File: config.mk
export PLATFORM = sky130hd
export DESIGN_NAME = spi_rx_fifo
export DESIGN_NICKNAME = d
export VERILOG_FILES = /design/src/rtl/spi_pkg.sv /design/src/rtl/spi_rx_fifo_mem.sv /design/src/rtl/spi_rx_fifo.sv
export SDC_FILE = /design/constraint.sdc
export NUM_CORES = 1
export LEC_CHECK = 0
export CAP_MARGIN = 20
export CORE_MARGIN = 2
export CORE_UTILIZATION = 57
export DETAILED_ROUTE_END_ITERATION = 10
export MAX_ROUTING_LAYER = met4
export PLACE_DENSITY = 0.8
export SYNTH_ARGS = -nofsm -noshare
export SYNTH_HDL_FRONTEND = slang
export SYNTH_HIERARCHICAL = 1
export SYNTH_SLANG_ARGS = --single-unit
File: constraint.sdc
create_clock -name clk -period 4.2 [get_ports clk]
set_input_delay 1.05 -clock clk [delete_from_list [all_inputs] [get_ports clk]]
set_output_delay 1.05 -clock clk [all_outputs]
set_load 0.05 [all_outputs]
File: src/rtl/spi_pkg.sv
// rtl/spi_pkg.sv - shared SPI constants and helpers for the receive FIFO
package spi_pkg;

    localparam int SPI_REG_WIDTH     = 8;
    localparam int SPI_RX_FIFO_DEPTH = 16;

    // Pointer width: one extra bit beyond the address so that full and
    // empty remain distinguishable when the pointers wrap.
    function automatic int fifo_ptr_width(input int depth);
        return $clog2(depth) + 1;
    endfunction

endpackage

File: src/rtl/spi_rx_fifo_mem.sv
// rtl/spi_rx_fifo_mem.sv - DEPTH x DATA_WIDTH storage, sync write, async read
//
// Ports:
//   clk      rising-edge clock for the write port
//   wr_en    store wr_data at wr_addr on the next edge
//   wr_addr  write address
//   wr_data  byte to store
//   rd_addr  read address
//   rd_data  contents at rd_addr (combinational)
module spi_rx_fifo_mem
    import spi_pkg::*;
#(
    parameter int DATA_WIDTH = SPI_REG_WIDTH,
    parameter int DEPTH      = SPI_RX_FIFO_DEPTH,
    parameter int AW         = $clog2(DEPTH)
) (
    input  logic                  clk,
    input  logic                  wr_en,
    input  logic [AW-1:0]         wr_addr,
    input  logic [DATA_WIDTH-1:0] wr_data,
    input  logic [AW-1:0]         rd_addr,
    output logic [DATA_WIDTH-1:0] rd_data
);

    // No reset: occupancy is tracked by the pointers, so stale contents
    // are never presented as valid.
    logic [DATA_WIDTH-1:0] mem_q [DEPTH];

    always_ff @(posedge clk) begin
        if (wr_en) begin
            mem_q[wr_addr] <= wr_data;
        end
    end

    assign rd_data = mem_q[rd_addr];

endmodule

File: src/rtl/spi_rx_fifo.sv
// rtl/spi_rx_fifo.sv - first-word fall-through receive FIFO for the SPI driver
//
// Ports:
//   clk, rstn   clock, asynchronous active-low reset
//   wr_en       write strobe from the SPI driver
//   wr_data     received byte
//   clear       synchronous flush of contents and overflow flag
//   rd_ready    consumer accepts rd_data this cycle
//   rd_valid    rd_data holds the oldest entry
//   rd_data     oldest entry
//   count       occupancy, 0..DEPTH
//   full/empty  occupancy flags
//   overflow    sticky: a write was dropped while full
module spi_rx_fifo
    import spi_pkg::*;
#(
    parameter int DATA_WIDTH = SPI_REG_WIDTH,
    parameter int DEPTH      = SPI_RX_FIFO_DEPTH
) (
    input  logic                            clk,
    input  logic                            rstn,
    input  logic                            wr_en,
    input  logic [DATA_WIDTH-1:0]           wr_data,
    input  logic                            clear,
    input  logic                            rd_ready,
    output logic                            rd_valid,
    output logic [DATA_WIDTH-1:0]           rd_data,
    output logic [fifo_ptr_width(DEPTH)-1:0] count,
    output logic                            full,
    output logic                            empty,
    output logic                            overflow
);

    localparam int AW = $clog2(DEPTH);
    localparam int PW = fifo_ptr_width(DEPTH);

    logic [PW-1:0] wr_ptr_q, wr_ptr_d;
    logic [PW-1:0] rd_ptr_q, rd_ptr_d;
    logic          overflow_q, overflow_d;
    logic          pop;
    logic          wr_accept;

    // Pointers carry a wrap bit, so their difference is the occupancy
    // directly, including the full case.
    assign count    = wr_ptr_q - rd_ptr_q;
    assign full     = (count == PW'(DEPTH));
    assign empty    = (count == '0);
    assign rd_valid = !empty;
    assign overflow = overflow_q;

    // A pop frees a slot in the same edge, so a write into a full FIFO
    // is still accepted when the consumer is reading.
    assign pop       = rd_valid && rd_ready && !clear;
    assign wr_accept = wr_en && !clear && (!full || pop);

    always_comb begin
        wr_ptr_d   = wr_ptr_q;
        rd_ptr_d   = rd_ptr_q;
        overflow_d = overflow_q;
        if (clear) begin
            wr_ptr_d   = '0;
            rd_ptr_d   = '0;
            overflow_d = 1'b0;
        end else begin
            if (wr_accept) begin
                wr_ptr_d = wr_ptr_q + PW'(1);
            end
            if (pop) begin
                rd_ptr_d = rd_ptr_q + PW'(1);
            end
            if (wr_en && full && !pop) begin
                overflow_d = 1'b1;
            end
        end
    end

    always_ff @(posedge clk or negedge rstn) begin
        if (!rstn) begin
            wr_ptr_q   <= '0;
            rd_ptr_q   <= '0;
            overflow_q <= 1'b0;
        end else begin
            wr_ptr_q   <= wr_ptr_d;
            rd_ptr_q   <= rd_ptr_d;
            overflow_q <= overflow_d;
        end
    end

    // On a write into a full FIFO with a pop, both addresses coincide;
    // the asynchronous read returns the old byte before the edge writes.
    spi_rx_fifo_mem #(
        .DATA_WIDTH (DATA_WIDTH),
        .DEPTH      (DEPTH),
        .AW         (AW)
    ) u_mem (
        .clk     (clk),
        .wr_en   (wr_accept),
        .wr_addr (wr_ptr_q[AW-1:0]),
        .wr_data (wr_data),
        .rd_addr (rd_ptr_q[AW-1:0]),
        .rd_data (rd_data)
    );

endmodule
After elaboration in Yosys (flattened, before gate mapping):

Memory sizes are Yosys's and may differ from the RTL's.
Cells that the tools add are included.

* memories: 1
* register bits: 11
* input port bits: 13
* bits in writable memories: 128

* $add $sub $neg: 3
* eq/ne operators: 1
* multiplexer cells: 8
* reductions and logical operators: 15

Memory list
* u_mem.mem_q: words 16, bits a word 8, rd ports 1, clocked after memory_dff 0, wr ports 1, RTL line spi_rx_fifo_mem.sv:27 `logic [DATA_WIDTH-1:0] mem_q [DEPTH];`

Operator list (number)
* 5-bit two-way mux: 4
* 5-bit by 1-bit adder with 5-bit output, second input constant: 2
* 1-bit logical AND: 6
* 2-bit nonzero test: 3
* 5-bit == test, second input constant: 1
* 5-bit zero test: 1
* 5-bit subtractor: 1
* 1-bit zero test: 4
* 1-bit two-way mux: 4
* 1-bit logical OR: 1

Longest topological paths before layout:

Gate-level depths: netlist (run 1).

* depth after elaboration: 9
* depth in mapped cells: 11

Hierarchy:

Netlist (run 1), hierarchy kept.

By module, submodules not included
* spi_rx_fifo_mem: times used 1, area an instance 4987.3 µm², cells each 221, seq. area each 3843.7 µm²
* spi_rx_fifo: times used 1, area an instance 817.0 µm², cells each 86, seq. area each 275.3 µm²

Worst setup path after synthesis (run 1):

OpenSTA, ideal clock, no wires.

* kind: register to output
* start point: register wr_ptr_q[0]
* end point: output full
* cell stages (with the launch flop): 8
* path slack: 11 ps
* buffers on the path: 0
* data required time: 3150 ps
* arrival: 3139 ps
* path through: dfrtp_1 -> inv_1 -> ha_1 -> inv_1 -> fa_1 -> nor3b_1 -> nand4b_2 -> a211oi_1

* longest elaborated chain between the ends: 2

RTL lines
* start: declaration: RTL line spi_rx_fifo.sv:37 `logic [PW-1:0] wr_ptr_q, wr_ptr_d;`
* start signal: assignment: RTL line spi_rx_fifo.sv:83 `wr_ptr_q <= wr_ptr_d;`
* 5-bit subtractor: RTL line spi_rx_fifo.sv:45 `assign count = wr_ptr_q - rd_ptr_q;`
* via count[1]: RTL line spi_rx_fifo.sv:28 `output logic [fifo_ptr_width(DEPTH)-1:0] count,`
* 5-bit == test: RTL line spi_rx_fifo.sv:46 `assign full = (count == PW'(DEPTH));`
* end: declaration: RTL line spi_rx_fifo.sv:29 `output logic full,`

The timed path passes the listed nets, and every way through them passes these cells.

Worst setup path after layout (run 1):

* start point: register rd_ptr_q[0]
* end point: output rd_data[1]

* longest elaborated chain between the ends: 1

RTL lines
* start: declaration: RTL line spi_rx_fifo.sv:38 `logic [PW-1:0] rd_ptr_q, rd_ptr_d;`
* start signal: assignment: RTL line spi_rx_fifo.sv:84 `rd_ptr_q <= rd_ptr_d;`
* memory 16 x 8 bit
* end: declaration: RTL line spi_rx_fifo.sv:27 `output logic [DATA_WIDTH-1:0] rd_data,`

Every way passes these cells.

==> results of run 1 <==
==> kinds of logic (layout without fill, tap and decap cells) <==
logic type | after synthesis | in the layout
AO/OA/AOI/OAI | 44 | 44
XOR/XNOR | 3 | 3
adder cells (fa/ha/maj) | 7 | 7
buffers and inverters | 22 | 85
flip-flops | 139 | 139
multiplexers | 32 | 32
AND/OR/NAND/NOR | 60 | 60
==> routing by layer <==
layer | part of all wire [%] | vias up | wire length, um | global-route usage, %
li1 | - | 1367 | - | -
met1 | 41 | 1570 | 4800 | 32.4
met2 | 51 | 130 | 5940 | 36.2
met3 | 7.2 | 10 | 844 | 6.49
met4 | 0.80 | 0 | 93 | 7.90
met5 | 0 | - | 0 | -
==> through the flow <==
stage / instance area, sq um / power (W) / hold WS (ps) / util [%] / cells
2_1_floorplan: 5800 / 0.00238 / 534 / - / 307
3_3_place_gp: 6280 / 0.00268 / 495 / 64.0 / 470
3_5_place_dp: 6280 / 0.00270 / 502 / 64.0 / 470
4_1_cts: 6890 / 0.00420 / 520 / 70.1 / 502
5_1_grt: 6900 / 0.00431 / 559 / 70.2 / 503
6_report: 6900 / 0.00416 / 517 / 70.2 / 503
==> area by class of cell <==
type | instances | area, sq um
timing repair buffer | 43 | 415
multi-input combinational | 146 | 1550
fill | 627 | 2920
clock buffer | 21 | 459
sequential | 139 | 4120
inverter | 10 | 40.0
tap | 133 | 166
clock inverter | 11 | 144
==> worst max-delay path by stage <==
stage / cells after the start / slack, ps / startpoint / endpoint
floorplan: 7 / 10 / wr_ptr_q[0] / full
global placement: 5 / 580 / wr_en / u_mem/mem_q[1][0]
detailed placement: 5 / 470 / wr_en / u_mem/mem_q[1][0]
CTS: 5 / 100 / rd_ptr_q[0] / rd_data[1]
global route: 5 / 50 / rd_ptr_q[0] / rd_data[1]
finish: 5 / 150 / rd_ptr_q[0] / rd_data[1]
==> registers in the layout (all words and copies together) (netlist names) <==
name         flops
u_mem/mem_q    128
rd_ptr_q         5
wr_ptr_q         5
overflow         1
==> repair_timing <==
action                                  CTS  global route
gates resized for setup                   0             1
endpoints found under the setup margin    0             1
endpoints found under the hold margin     0             0
==> tightest hold or removal path, cell delays in order (launching register included) <==
cell and delay [ps]:
dfrtp_1 350, a21oi_1 50, nor2_1 80
==> cells in the final DEF, fill, tap and decap left out, types with 4 or more instances in the layout <==
cell / count
ha_1: 6
or4_1: 4
a22oi_1: 16
a21oi_1: 10
or3_1: 4
buf_4: 16
clkdlybuf4s50_1: 23
inv_1: 9
dfrtp_1: 10
mux4_1: 14
nand3_1: 5
clkinvlp_4: 4
mux4_2: 18
a21oi_2: 4
clkbuf_16: 16
edfxtp_1: 128
nand3b_1: 5
nor3_1: 5
clkbuf_8: 4
nor2_1: 15
nand2_1: 12
==> power by group through the flow <==
stage	clock network (W)	registers, W	logic [W]
2_1_floorplan	0	0.00158	0.000795
3_3_place_gp	0	0.00159	0.00109
3_5_place_dp	0	0.00159	0.00111
4_1_cts	0.00152	0.00156	0.00112
5_1_grt	0.00158	0.00156	0.00117
6_report	0.00149	0.00156	0.00111
==> results.py, run 1 <==
metrics = {
    "status": {
        "status": "complete, no violations",
    },
    "hold_path": {
        "holdPathEnd": "overflow",
        "whs_path_depth": 2,
        "hp-class": "flip-flop to flip-flop",
        "hold_start": "overflow",
    },
    "synthesis": {
        "synth_compound_area_share_pct": 5.60,
        "ys_warn_count": 6,
        "synth-edff-count": 128,
        "synth_cell_types": 43,
        "synthFlopType": "edfxtp_1",
        "synth.most_common_cell": "edfxtp_1",
        "ys_seq_area_share_pct": 71.0,
        "synth_xor_area_share_pct": 0.582,
        "postSynth.asyncResetShare_pct": 7.91,
        "synth-seq-cells": 139,
        "synthCells": 307,
        "yosys.area_share.simple_pct": 5.52,
        "synth_area_sq_um": 5800,
        "avgSynthCellArea_sq_um": 18.9,
        "synth_top_family_by_area": "multiplexers",
        "synth_top_area_share_pct": 66.2,
        "yosys-top-cells-area": "edfxtp_1 66%, mux4_2 7.0%, mux4_1 6.3%",
        "synth_nets": 327,
        "synthTopCellsByCount": "128 x edfxtp_1, 18 x mux4_2, 16 x a22oi_1",
        "synth_fa_ha_area_share_pct": 1.64,
        "synth_area_leader_cell": "edfxtp_1",
        "synth.mux.area_fraction_pct": 13.3,
    },
    "power": {
        "peakVddDrop_mv": 0.589,
        "p_comb_share_pct": 26.7,
        "seqPwrFrac_pct": 37.5,
        "p_sw_share_pct": 29.4,
        "p_leak_nw": 2.29,
        "power.density_nw_per_um2": 604,
        "p_switching_w": 0.00123,
        "power.internal_w": 0.00294,
        "clockPowerShare_pct": 35.8,
    },
    "clocking": {
        "ctsHoldBuffers": 0,
        "htreeDepth": 4,
        "post-cts-setup-buffer-count": 0,
        "insertion_delay_ps": 520,
        "path_clk_slew_ps": 60,
        "cts_inserted_buffers": 17,
        "clock_path_buffers": 2,
        "cts_tree": "done",
        "clock_sinks": 139,
        "cts_root_buffer": "clkbuf_8",
    },
    "sta": {
        "relSlewSlack_pct": 39.9,
        "fin_crit_sh_pct": 96.5,
        "setup_slack_ps": 148,
        "final_max_slew_viol_count": 0,
        "fmax_mhz": 247,
        "finalCriticalPeriod_ps": 4050,
        "rsz0062_at_grt": "no",
        "hold_viol": 0,
        "setup_tns_ps": 0,
        "fin_skew_ps": 7.40,
        "setup_viol": 0,
        "worstMarginPinSlew_ps": 898,
    },
    "grt": {
        "antenna_found_initial": 0,
        "grt_pass1_wl_um": 18300,
        "track_usage_pct": 24.0,
        "grt_overflow": 0,
        "grt_max_degree": 36,
        "grt_pass1_vias": 3128,
    },
    "routing": {
        "drt_iter0_markers": 313,
        "routed_wl_um": 11700,
        "drtAntennaViolNets": 0,
        "drc": 0,
        "dr.pass1.iters": 5,
        "vias": 3077,
        "routedWlPerCell_um": 23.2,
        "vias_per_cell": 6.12,
    },
    "die": {
        "die_area_sq_um": 11000,
        "ios": 30,
        "die_x_um": 105,
        "core_area_sq_um": 9820,
        "fp.dieH_um": 105,
        "start_util_pct": 59.1,
        "num_rows": 36,
    },
    "flow_run": {
        "cap_violations": 0,
    },
    "final_layout": {
        "diodes": 0,
        "layout-drive-gt1-share_pct": 22.4,
        "area_delta_synth_final_pct": 18.8,
        "final_nets": 377,
    },
    "setup_path": {
        "path_buf_inv": 2,
        "critPathRequiredTime_ps": 3150,
        "path_delay_family": "buffers and inverters",
        "worst_r2r_endpoint": "u_mem/mem_q[1][0]",
        "cpPeakStageDelay_ps": 710,
        "crit_type": "flip-flop to output port",
        "cp_max_fo": 32,
        "slowest_stage": "clkdlybuf4s50_1",
        "worst_r2r_path_depth": 10,
        "start_kind": "flip-flop",
        "worstPathCellList": "buf_12, mux4_1, a22oi_1, nand2_1, clkdlybuf4s50_1",
        "endpoint_kind": "output port",
        "cp.arrival_ps": 3000,
        "r2r_setup_slack_ps": 430,
        "r2r_start": "wr_ptr_q[0]",
    },
    "placed_design": {
        "portBuffers": 29,
        "place_ws_ps": 473,
        "gp_congestion": 0.775,
        "dp_hpwl_um": 7110,
    },
}
(Power assumes the default switching activity.)
==> inputs of run 2 (changes only) <==
--- a/config.mk
+++ b/config.mk
@@ -5,6 +5,7 @@
 export SDC_FILE = /design/constraint.sdc
 export NUM_CORES = 1
 export LEC_CHECK = 0
+export ABC_CLOCK_PERIOD_IN_PS = 4200
 export CAP_MARGIN = 20
 export CORE_MARGIN = 2
 export CORE_UTILIZATION = 57
@@ -15,3 +16,4 @@
 export SYNTH_HDL_FRONTEND = slang
 export SYNTH_HIERARCHICAL = 1
 export SYNTH_SLANG_ARGS = --single-unit
+export TNS_END_PERCENT = 30
==> results of run 2 <==
The final DEF is identical to that of run 1; final timing and power are the same.
==> inputs of run 3 (changes only) <==
--- a/config.mk
+++ b/config.mk
@@ -6,8 +6,7 @@
 export NUM_CORES = 1
 export LEC_CHECK = 0
 export ABC_CLOCK_PERIOD_IN_PS = 4200
-export CAP_MARGIN = 20
-export CORE_MARGIN = 2
+export CORE_MARGIN = 3
 export CORE_UTILIZATION = 57
 export DETAILED_ROUTE_END_ITERATION = 10
 export MAX_ROUTING_LAYER = met4
==> run 3 against run 2 <==
  * Count of clock-buffer cells in the layout rose by 2
  * Setup slack gained 6.8 ps
  * Final area shrank 0.65%
  * Power down 4.4%
  * Sequential share of layout area up 0.43 points
  * Utilization shrank 0.46 points
  * First-iteration DRC count is 0.32% lower
  * Largest cell class unchanged
  * Highest routed layer unchanged
==> results.py, run 3 (same netlist as run 1, synthesis figures left out) <==
metrics = {
    "grt": {
        "grt_pass1_vias": 3341,
        "track_usage_pct": 24.4,
        "grt_overflow": 0,
        "grt_max_degree": 33,
        "grt_pass1_wl_um": 19200,
        "antenna_found_initial": 0,
    },
    "clocking": {
        "cts_inserted_buffers": 17,
        "insertion_delay_ps": 510,
        "ctsHoldBuffers": 0,
        "path_clk_slew_ps": 60,
        "cts_tree": "done",
        "clock_sinks": 139,
        "post-cts-setup-buffer-count": 0,
        "clock_path_buffers": 2,
        "cts_root_buffer": "clkbuf_8",
        "htreeDepth": 4,
    },
    "placed_design": {
        "portBuffers": 29,
        "place_area_sq_um": 6320,
        "dp_hpwl_um": 7940,
        "place_ws_ps": 432,
        "gp_congestion": 0.779,
    },
    "hold_path": {
        "whs_path_depth": 2,
        "hold_start": "overflow",
        "holdPathEnd": "overflow",
        "hp-class": "flip-flop to flip-flop",
    },
    "sta": {
        "final_max_slew_viol_count": 0,
        "relSlewSlack_pct": 43.7,
        "fmax_mhz": 247,
        "fin_skew_ps": 7.33,
        "worstMarginPinSlew_ps": 842,
        "fin_crit_sh_pct": 96.3,
        "setup_slack_ps": 155,
        "setup_viol": 0,
        "hold_viol": 0,
        "finalCriticalPeriod_ps": 4050,
        "rsz0062_at_grt": "no",
        "setup_tns_ps": 0,
    },
    "power": {
        "peakVddDrop_mv": 0.620,
        "p_leak_nw": 2.29,
        "power.density_nw_per_um2": 581,
    },
    "die": {
        "ios": 30,
        "die_x_um": 107,
        "fp.dieH_um": 107,
        "num_rows": 36,
        "start_util_pct": 59.1,
        "die_area_sq_um": 11400,
        "core_area_sq_um": 9820,
    },
    "setup_path": {
        "worst_r2r_path_depth": 9,
        "endpoint_kind": "output port",
        "cp.arrival_ps": 3000,
        "r2r_setup_slack_ps": 480,
        "worst_r2r_endpoint": "u_mem/mem_q[2][0]",
        "critPathRequiredTime_ps": 3150,
        "cp_max_fo": 16,
        "start_kind": "flip-flop",
        "crit_type": "flip-flop to output port",
        "r2r_start": "rd_ptr_q[0]",
    },
    "final_layout": {
        "layout-drive-gt1-share_pct": 21.7,
        "multiInputGateArea_sq_um": 1550,
        "fillCellCount": 643,
        "top_regs": "u_mem/mem_q x128, rd_ptr_q x5, wr_ptr_q x5",
        "ff_latch_area_sq_um": 4120,
        "final_nets": 381,
        "largest_reg_flops": 128,
        "final_common_cell": "edfxtp_1",
        "final_cell_mix": "128 x edfxtp_1, 22 x clkdlybuf4s50_1, 21 x buf_4, 18 x mux4_2",
        "diodes": 0,
        "stdcell_area_sq_um": 6850,
        "area_delta_synth_final_pct": 18.1,
        "top_register": "u_mem/mem_q",
    },
    "routing": {
        "drtAntennaViolNets": 0,
        "drc": 0,
        "vias": 3178,
        "routed_wl_um": 12400,
        "drt_iter0_markers": 312,
        "vias_per_cell": 6.27,
        "routedWlPerCell_um": 24.4,
        "dr.pass1.iters": 5,
    },
    "flow_run": {
        "cap_violations": 0,
    },
    "status": {
        "status": "complete, no violations",
    },
}
run 3: where the power goes:
part	total, W	switching [W]	internal (W)
Combinational	0.00110	0.000644	0.000457
Clock	0.00130	0.000505	0.000792
Sequential	0.00158	0.0000432	0.00154
run 3: through the flow:
| stage | hold WS, ps | utilization [%] | instances | power [W] |
|---|---|---|---|---|
| after CTS | 511 | 69.7 | 507 | 0.00400 |
| after detailed placement | 494 | 64.4 | 475 | 0.00270 |
| after floorplan | 534 | - | 307 | 0.00238 |
| final | 508 | 69.8 | 507 | 0.00398 |
| after global routing | 540 | 69.8 | 507 | 0.00414 |
| after global placement | 483 | 64.4 | 475 | 0.00268 |
run 3: layout make-up:
class | instances | area share, %
inverters | 10 | 0.584
clock inverters | 9 | 1.08
flip-flops and latches | 139 | 60.2
well taps | 133 | 2.43
multi-input cells | 146 | 22.7
clock buffers | 23 | 6.52
repair buffers | 47 | 6.57
run 3: critical path, cell delays in order, from the launching register on:
cell and delay, ps:
dfrtp_4 590, buf_4 290, mux4_2 520, a22oi_1 210, nand2_1 140, clkdlybuf4s50_1 720
run 3: timing repair:
item                                    CTS  global route
hold endpoints to repair                  0             0
endpoints found under the setup margin    2             2
gates resized for setup                   1             2
run 3: layer usage:
metal | up-vias | part of all wire [%] | global-route usage [%]
li1 | 1380 | - | -
met1 | 1631 | 42 | 32.5
met2 | 141 | 50 | 36.4
met3 | 26 | 6.0 | 5.90
met4 | 0 | 2.6 | 11.1
met5 | - | 0 | -
run 3: worst max-delay path by stage:
stage                start           endpoint  cells after the start
6_report       rd_ptr_q[0]         rd_data[7]                      5
5_1_grt        rd_ptr_q[0]         rd_data[6]                      5
4_1_cts        wr_ptr_q[0]               full                      8
3_5_place_dp   rd_ptr_q[0]  u_mem/mem_q[2][4]                      9
3_3_place_gp   rd_ptr_q[0]  u_mem/mem_q[2][0]                      9
2_1_floorplan  wr_ptr_q[0]               full                      7
